File: src/rtl/dr_byte_loader.sv
// dr_byte_loader
// ----------------------------------------------------------------------------
// Fills a 32-bit byte-loaded data register from a byte-wide memory port.
// A single Start command issues 1, 2 or 4 consecutive byte reads. The first
// byte is loaded sign- or zero-extended, and each later byte shifts the
// register left by 8 and enters at [7:0]. The result is the big-endian value,
// right-justified and extended.
//
// Ports
//   Clock      in   system clock, all state on the rising edge
//   Reset      in   synchronous, active-high reset
//   Start      in   load command, sampled only while idle
//   Address    in   byte address of the first (most significant) byte
//   Size       in   00 byte, 01 halfword, 10 word, 11 reserved (error)
//   Signed     in   1 = sign-extend, 0 = zero-extend
//   MemRead    out  byte read request (registered)
//   MemAddr    out  current byte address (registered)
//   MemValid   in   memory byte valid this cycle
//   DR_E       out  data register enable (combinational, Mealy)
//   DR_FunSel  out  data register function select (combinational, Mealy)
//   Busy       out  high while reads are outstanding (registered)
//   Done       out  one-cycle pulse, load complete (registered)
//   Error      out  one-cycle pulse, reserved Size or timeout (registered)
// ----------------------------------------------------------------------------
module dr_byte_loader #(
    parameter int AW      = 16,
    parameter int TIMEOUT = 15
) (
    input  logic          Clock,
    input  logic          Reset,
    input  logic          Start,
    input  logic [AW-1:0] Address,
    input  logic [1:0]    Size,
    input  logic          Signed,
    output logic          MemRead,
    output logic [AW-1:0] MemAddr,
    input  logic          MemValid,
    output logic          DR_E,
    output logic [1:0]    DR_FunSel,
    output logic          Busy,
    output logic          Done,
    output logic          Error
);

    // Wait counter only needs to hold 0 .. TIMEOUT-1.
    localparam int WW = (TIMEOUT > 1) ? $clog2(TIMEOUT) : 1;

    typedef enum logic [1:0] {
        IDLE = 2'b00,
        READ = 2'b01,
        DONE = 2'b10,
        ERR  = 2'b11
    } state_t;

    state_t          state;
    logic [AW-1:0]   addr;
    logic [1:0]      size_q;
    logic            signed_q;
    logic [1:0]      idx;
    logic [WW-1:0]   wait_cnt;
    logic [1:0]      last_idx;
    logic            accept;

    assign MemAddr = addr;

    // Index of the final byte for the latched size (reserved never reaches READ).
    always_comb begin
        // NOTE: every signal written in an always_comb gets a default first,
        // so no path through the block can leave it unassigned and infer a latch.
        last_idx = 2'd0;
        case (size_q)
            2'b01:   last_idx = 2'd1;
            2'b10:   last_idx = 2'd3;
            default: last_idx = 2'd0;
        endcase
    end

    // NOTE: the byte strobe is gated by Reset so a byte arriving in the reset
    // cycle never reaches the data register, even though the state register
    // only clears at the next edge.
    assign accept = (state == READ) && MemValid && !Reset;

    always_comb begin
        DR_E      = accept;
        DR_FunSel = 2'b00;
        if (accept) begin
            if (idx == 2'd0) DR_FunSel = signed_q ? 2'b00 : 2'b01;
            else             DR_FunSel = 2'b10;
        end
    end

    // NOTE: all state in this block uses non-blocking assignments so every
    // register samples pre-edge values, independent of statement order.
    always_ff @(posedge Clock) begin
        if (Reset) begin
            state    <= IDLE;
            addr     <= '0;
            size_q   <= 2'b00;
            signed_q <= 1'b0;
            idx      <= 2'd0;
            wait_cnt <= '0;
            MemRead  <= 1'b0;
            Busy     <= 1'b0;
            Done     <= 1'b0;
            Error    <= 1'b0;
        end else begin
            Done  <= 1'b0;
            Error <= 1'b0;
            case (state)
                IDLE: begin
                    if (Start) begin
                        addr     <= Address;
                        size_q   <= Size;
                        signed_q <= Signed;
                        idx      <= 2'd0;
                        wait_cnt <= '0;
                        if (Size == 2'b11) begin
                            state <= ERR;
                            Error <= 1'b1;
                        end else begin
                            state   <= READ;
                            MemRead <= 1'b1;
                            Busy    <= 1'b1;
                        end
                    end
                end
                READ: begin
                    if (MemValid) begin
                        addr     <= addr + AW'(1);
                        idx      <= idx + 2'd1;
                        wait_cnt <= '0;
                        if (idx == last_idx) begin
                            state   <= DONE;
                            Done    <= 1'b1;
                            MemRead <= 1'b0;
                            Busy    <= 1'b0;
                        end
                    end else if (wait_cnt == WW'(TIMEOUT - 1)) begin
                        // This is the TIMEOUT-th consecutive empty cycle: abort.
                        state    <= ERR;
                        Error    <= 1'b1;
                        MemRead  <= 1'b0;
                        Busy     <= 1'b0;
                        wait_cnt <= '0;
                    end else begin
                        wait_cnt <= wait_cnt + WW'(1);
                    end
                end
                DONE:    state <= IDLE;
                ERR:     state <= IDLE;
                default: state <= IDLE;
            endcase
        end
    end

endmodule

File: config.mk
export PLATFORM = sky130hd
export DESIGN_NAME = dr_byte_loader
export DESIGN_NICKNAME = d
export VERILOG_FILES = /design/src/rtl/dr_byte_loader.sv
export SDC_FILE = /design/constraint.sdc
export NUM_CORES = 1
export LEC_CHECK = 0
export ABC_AREA = 1
export CORE_ASPECT_RATIO = 0.5
export CORE_MARGIN = 3
export CORE_UTILIZATION = 42
export CTS_CLUSTER_DIAMETER = 50
export CTS_CLUSTER_SIZE = 10
export DETAILED_ROUTE_END_ITERATION = 8
export MAX_ROUTING_LAYER = met4
export PLACE_DENSITY = 0.72
export SYNTH_ARGS = -nofsm -noshare
export SYNTH_HDL_FRONTEND = slang
export SYNTH_SLANG_ARGS = --single-unit
export TNS_END_PERCENT = 5
File: constraint.sdc
create_clock -name Clock -period 1.4 [get_ports Clock]
set_input_delay 0.28 -clock Clock [delete_from_list [all_inputs] [get_ports Clock]]
set_output_delay 0.28 -clock Clock [all_outputs]
set_load 0.03 [all_outputs]
==> qor.yml, run 1 <==
logic_synthesis:
  synthArstFlopShare: 0
  synth_compound_area_frac: 0.172
  syn-num-nets: 309
  ys_seq_elements: 30
  synth_top_area_frac: 0.317
  muxShareOfSynthArea: 0
  syn_area_per_cell_um2: 6.75
  yosys.area_share.simple: 0.330
  yosys-top-cells-count: "nand2_1, inv_1, nor2_1"
  synth_area_leaders: "dfxtp_1, nand2_1, inv_1"
  synth_most_common_cell: "nand2_1"
  synth_top_flop_cell: "dfxtp_1"
  synth_seq_area_share: 0.317
  synth_cell_types: 36
  syn_area_um2: 1900
  syn_inst: 281
  synth_xor_area_frac: 0.0277
  yosys_warnings: 0
  synthAdderAreaFrac: 0.0330
  synth_top_cell_by_area: "dfxtp_1"
  synth_edf_count: 0
  synth_top_family_by_area: "simple AND/OR/NAND/NOR gates"
min_path:
  hold_class: "flop to flop"
detailed_routing:
  drt_iter0_drc: 83
  wl_per_cell_um: 12.2
  routed_wl_mm: 4.95
  route.vias.total: 2004
  drc_errors: 0
  routed_via_density: 4.95
  ant_nets: 0
  drt_pass1_iterations: 4
clock_tree:
  clkLatencyLatePin_ps: 280
  clk_pin_slew_ps: 70
  ctsHoldBuffers: 0
  clockBufferDepth: 2
  cts_made_buffers: 5
  h-tree-depth: 2
  root_buffer: "clkbuf_8"
  clkSinkCount: 30
  cts_tree: "built"
floorplanning:
  initial_core_util: 0.460
  die-width_um: 101
  pin_count: 46
  die-area_um2: 5400
  core_um2: 4120
  num_rows: 16
  fp.dieH_um: 53.5
worst_setup_path:
  path_buf_inv: 2
  path_cells: "clkdlybuf4s50_1 > nand2_4 > nor2_4 > nand2_2 > nor2_4 > buf_6"
  start_kind: "input pin"
  crit_family: "buffers and inverters"
  crit_type: "input pin to output pin"
  cpMaxStageDelayCell: "clkdlybuf4s50_1"
  crit_fanout: 3
  end_kind: "output pin"
  worstPathArrival_ps: 1330
  crit_top_cell: "nor2_4"
  crit_path_max_incr_delay_ps: 530
  worstPathRequired_ps: 1120
pwr:
  intPower_mw: 1.96
  p_comb_frac: 0.452
  p_clk_frac: 0.205
  power.leakage_nw: 1.20
  p_sw_frac: 0.403
  ir_drop_uv: 730
  power.switching_mw: 1.32
  pwr-share-seq: 0.343
  power.density_nw_per_um2: 1210
  finalPower_mw: 3.28
sta:
  worst_clock_skew_ps: 5.21
  worst_slack_ps: -212
  tns_ps: -526
  min_period_over_period: 1.15
  setup_viol: 3
  hold_viol: 0
  rsz0062_at_grt: "true"
  worstMarginPinSlew_ps: 319
  fmax_ghz: 0.620
  slew_violations: 0
  relSlewSlack: 0.788
  period_minus_slack_ps: 1610
  whs_ps: 464
run_status:
  status: "finished with violations"
  violations: "negative setup slack"
global_routing:
  grt_pass1_wl_mm: 8.00
  track_usage: 0.192
  overflow: 0
  grt_pass1_vias: 1813
  antenna_found_initial: 0
  grt_start_max_net_pins: 17
placement:
  dpl_cell_area_um2: 2570
  dpl.hpwl_mm: 3.71
  gp_congestion: 0.956
  port-buffer-count: 45
  placed_cells: 398
finish:
  fill_cells: 391
  diodes: 0
  fin_nets: 379
  drive_gt1_frac: 0.276
  final_cells: 405
  area_growth_pct: 43.2
  fin_area_um2: 2720
job:
  drv_cap: 0
## cells by family after synthesis
| logic type | after synthesis |
|---|---|
| simple gates | 138 |
| flops | 30 |
| compound gates | 52 |
| fa+ha+maj | 5 |
| xor+xnor | 6 |
| buf+inv | 50 |
## worst register-to-register path, cell delays in order (launching register included)
cell      delay (ps)
dfxtp_1          310
inv_1             70
ha_4             270
xor2_1           140
nand2_1          110
nand3_2          120
nand2_1           60
a211oi_1         170
## flip-flops by register name, summed over array words and instances, names as in the netlist
name      count
MemAddr      16
wait_cnt      4
idx           2
size_q        2
state         2
Busy          1
Done          1
Error         1
signed_q      1
## layout make-up
cell class                 count  area (µm²)  share of cell area
clock buffer                   5        68.8              0.0253
inverter                      41         154              0.0567
tap                           54        67.6              0.0249
multi-input combinational    201        1150               0.424
sequential                    30         613               0.226
clock inverter                 2        10.0             0.00369
timing repair buffer          72         652               0.240
## through the flow
step	util	setup slack [ps]
after detailed placement	0.624	-236
final	0.658	-212
after global placement	0.624	-208
after global routing	0.658	-258
after floorplan	-	-85.3
after CTS	0.643	-216
## power by group through the flow
stage	registers (mW)	clock network, mW	logic (mW)
after global routing	1.14	0.721	1.62
after global placement	1.12	0	1.45
after CTS	1.11	0.692	1.45
after detailed placement	1.13	0	1.48
after floorplan	1.30	0	0.787
final	1.13	0.671	1.48
## repair_timing
item,4_1_cts,5_1_grt
setup endpoints to repair,16,24
endpoints found under the hold margin,0,0
resized for setup,17,17
pin swaps,4,0
buffers inserted,0,0
## cells in the final DEF, fill, tap and decap left out, drive strengths merged, types with 4 or more instances in the layout
cell,synthesis,layout
dlygate4sd2,0,11
buf,7,38
nor2,35,35
ha,5,5
nand2,70,70
a21oi,18,18
o21ai,25,25
xor2,4,4
clkdlybuf4s50,0,22
nor3,4,4
nand3,23,23
dfxtp,30,30
clkbuf,2,5
inv,41,41
## layer usage
| metal | global-route usage | part of all wire | wire (µm) |
|---|---|---|---|
| met2 | 0.316 | 0.48 | 2370 |
| met4 | 0.0442 | 0.0024 | 12 |
| met3 | 0.0474 | 0.056 | 276 |
| met5 | - | 0 | 0 |
| met1 | 0.242 | 0.46 | 2290 |
## final timing paths
| check | startpoint | cells after the start | slack (ps) | end |
|---|---|---|---|---|
| worst max-delay path | MemValid | 6 | -210 | DR_FunSel[0] |
| worst min-delay path | Busy | 2 | 460 | Busy |
| worst max register to register | size_q[0] | 7 | 70 | state[1] |
| worst min register to register | Busy | 2 | 460 | Busy |
Power figures use the tool's default switching activity.
==> run 2: changes to the inputs <==
--- a/config.mk
+++ b/config.mk
@@ -12,8 +12,10 @@
 export CTS_CLUSTER_DIAMETER = 50
 export CTS_CLUSTER_SIZE = 10
 export DETAILED_ROUTE_END_ITERATION = 8
+export DONT_BUFFER_PORTS = 1
 export MAX_ROUTING_LAYER = met4
-export PLACE_DENSITY = 0.72
+export PLACE_DENSITY = 0.68
+export REMOVE_ABC_BUFFERS = 1
 export SYNTH_ARGS = -nofsm -noshare
 export SYNTH_HDL_FRONTEND = slang
 export SYNTH_SLANG_ARGS = --single-unit
==> run 2 against run 1 <==
  * The flow still finishes with violations (negative setup slack)
  * Clock power is 68% higher
  * First-iteration DRC count fell by 20%
  * Sequential share of layout area increased by 2.2 points
  * Largest cell class unchanged
==> qor.yml, run 2 (synthesis gave the netlist of run 1 again) <==
pwr:
  intPower_mw: 2.32
  finalPower_mw: 3.64
  power.leakage_nw: 1.08
  p_comb_frac: 0.387
  p_sw_frac: 0.363
  power.density_nw_per_um2: 1480
  p_clk_frac: 0.309
  pwr-share-seq: 0.303
  power.switching_mw: 1.32
  ir_drop_uv: 526
clock_tree:
  clkSinkCount: 30
  cts_tree: "built"
  clockBufferDepth: 2
  cts_made_buffers: 5
  clk_pin_slew_ps: 70
  root_buffer: "clkbuf_8"
  clkLatencyLatePin_ps: 290
  h-tree-depth: 2
global_routing:
  grt_pass1_wl_mm: 8.51
  grt_pass1_vias: 1949
  use_met2: 0.350
  grt_start_max_net_pins: 20
  met1_usage: 0.243
  track_usage: 0.207
  antenna_found_initial: 0
  overflow: 0
  busiest_layer: "met2"
  grt_use_met3: 0.0487
placement:
  dp_slack_ps: -4.65
  dpl.hpwl_mm: 3.75
  dpl_cell_area_um2: 2210
  placed_cells: 365
  gp_congestion: 0.821
  port-buffer-count: 0
floorplanning:
  num_rows: 16
  core_um2: 4120
  initial_core_util: 0.460
  die-area_um2: 5400
  fp.dieH_um: 53.5
  pin_count: 46
  die-width_um: 101
sta:
  setup_viol: 2
  min_period_over_period: 1.09
  rsz0062_at_grt: "true"
  worst_slack_ps: -121
  period_minus_slack_ps: 1520
  worst_clock_skew_ps: 8.77
  hold_viol: 0
  worstMarginPinSlew_ps: 380
  fmax_ghz: 0.657
  tns_ps: -229
  relSlewSlack: 0.746
  whs_ps: 47.4
  slew_violations: 0
detailed_routing:
  drc_errors: 0
  wl_per_cell_um: 13.1
  routed_wl_mm: 4.93
  drt_iter0_drc: 66
  ant_nets: 0
  route.vias.total: 1902
  drt_pass1_iterations: 4
  routed_via_density: 5.06
worst_setup_path:
  worstPathArrival_ps: 1240
  path_cells: "nor2_8 > nand2_4 > nor2_4 > nand2_1 > nor2_1 > buf_4"
  worstPathRequired_ps: 1120
  end_kind: "output pin"
  start_kind: "flop"
  cpMaxStageDelayCell: "dfxtp_4"
  crit_path_max_incr_delay_ps: 370
  crit_type: "flop to output pin"
  crit_fanout: 3
finish:
  fin_nets: 349
  post-route-util: 0.595
  diodes: 0
  final_cells: 376
  drive_gt1_frac: 0.292
  fill_cells: 372
  area_growth_pct: 29.4
  multiInputGateArea_um2: 1130
  layout_common_cells: "nand2_1, buf_4, inv_1, dfxtp_1, nor2_1"
  fin_area_um2: 2450
  regArea_um2: 607
  largest_reg_flops: 16
  mostFrequentLayoutCell: "nand2_1"
run_status:
  violations: "negative setup slack"
  status: "finished with violations"
min_path:
  hold_class: "input pin to flop"
job:
  drv_cap: 0
[run 2: routing by layer]
metal  share of wire  vias to the layer above
met5               0                        -
met1            0.47                      885
met4           0.014                        0
met3           0.042                        8
met2            0.47                       28
li1                -                      981
[run 2: what timing repair did]
| action | CTS | global route |
|---|---|---|
| endpoints found under the setup margin | 4 | 22 |
| hold buffers | 0 | 0 |
| pin swaps | 1 | 2 |
| buffers inserted | 3 | 0 |
| resized for setup | 8 | 15 |
[run 2: critical path, delay by kind of cell, from the launching register on]
family                 cells  cell delay [ps]
and+or+nand+nor            5              420
DFF                        1              370
buffers and inverters      1              160
[run 2: power by group through the flow]
stage / clock network (mW) / logic (mW) / registers, mW
CTS: 1.13 / 1.37 / 1.10
finish: 1.13 / 1.41 / 1.10
floorplan: 0 / 0.655 / 1.31
global route: 1.16 / 1.56 / 1.12
detailed placement: 0 / 1.33 / 1.12
global placement: 0 / 1.29 / 1.11
[run 2: area by class of cell]
| cell class | instances | area share |
|---|---|---|
| Multi-Input combinational cell | 201 | 0.461 |
| Sequential cell | 30 | 0.247 |
| Timing Repair Buffer | 42 | 0.143 |
| Inverter | 41 | 0.0628 |
| Clock buffer | 6 | 0.0337 |
| Tap cell | 54 | 0.0276 |
| Clock inverter | 2 | 0.0245 |
[run 2: worst paths after layout]
kind              slack (ps)        start  depth (start not counted)            to
setup / recovery        -120     state[1]                          6  DR_FunSel[0]
hold / removal            50        Reset                          1   wait_cnt[1]
setup reg to reg          50  wait_cnt[0]                          8      state[1]
hold reg to reg          450         Busy                          2          Busy
==> run 3: changes to the inputs <==
--- a/config.mk
+++ b/config.mk
@@ -6,6 +6,7 @@
 export NUM_CORES = 1
 export LEC_CHECK = 0
 export ABC_AREA = 1
+export CAP_MARGIN = 20
 export CORE_ASPECT_RATIO = 0.5
 export CORE_MARGIN = 3
 export CORE_UTILIZATION = 42
==> results of run 3 <==
Same layout as run 2: the final DEF is identical, and so are final timing and power.
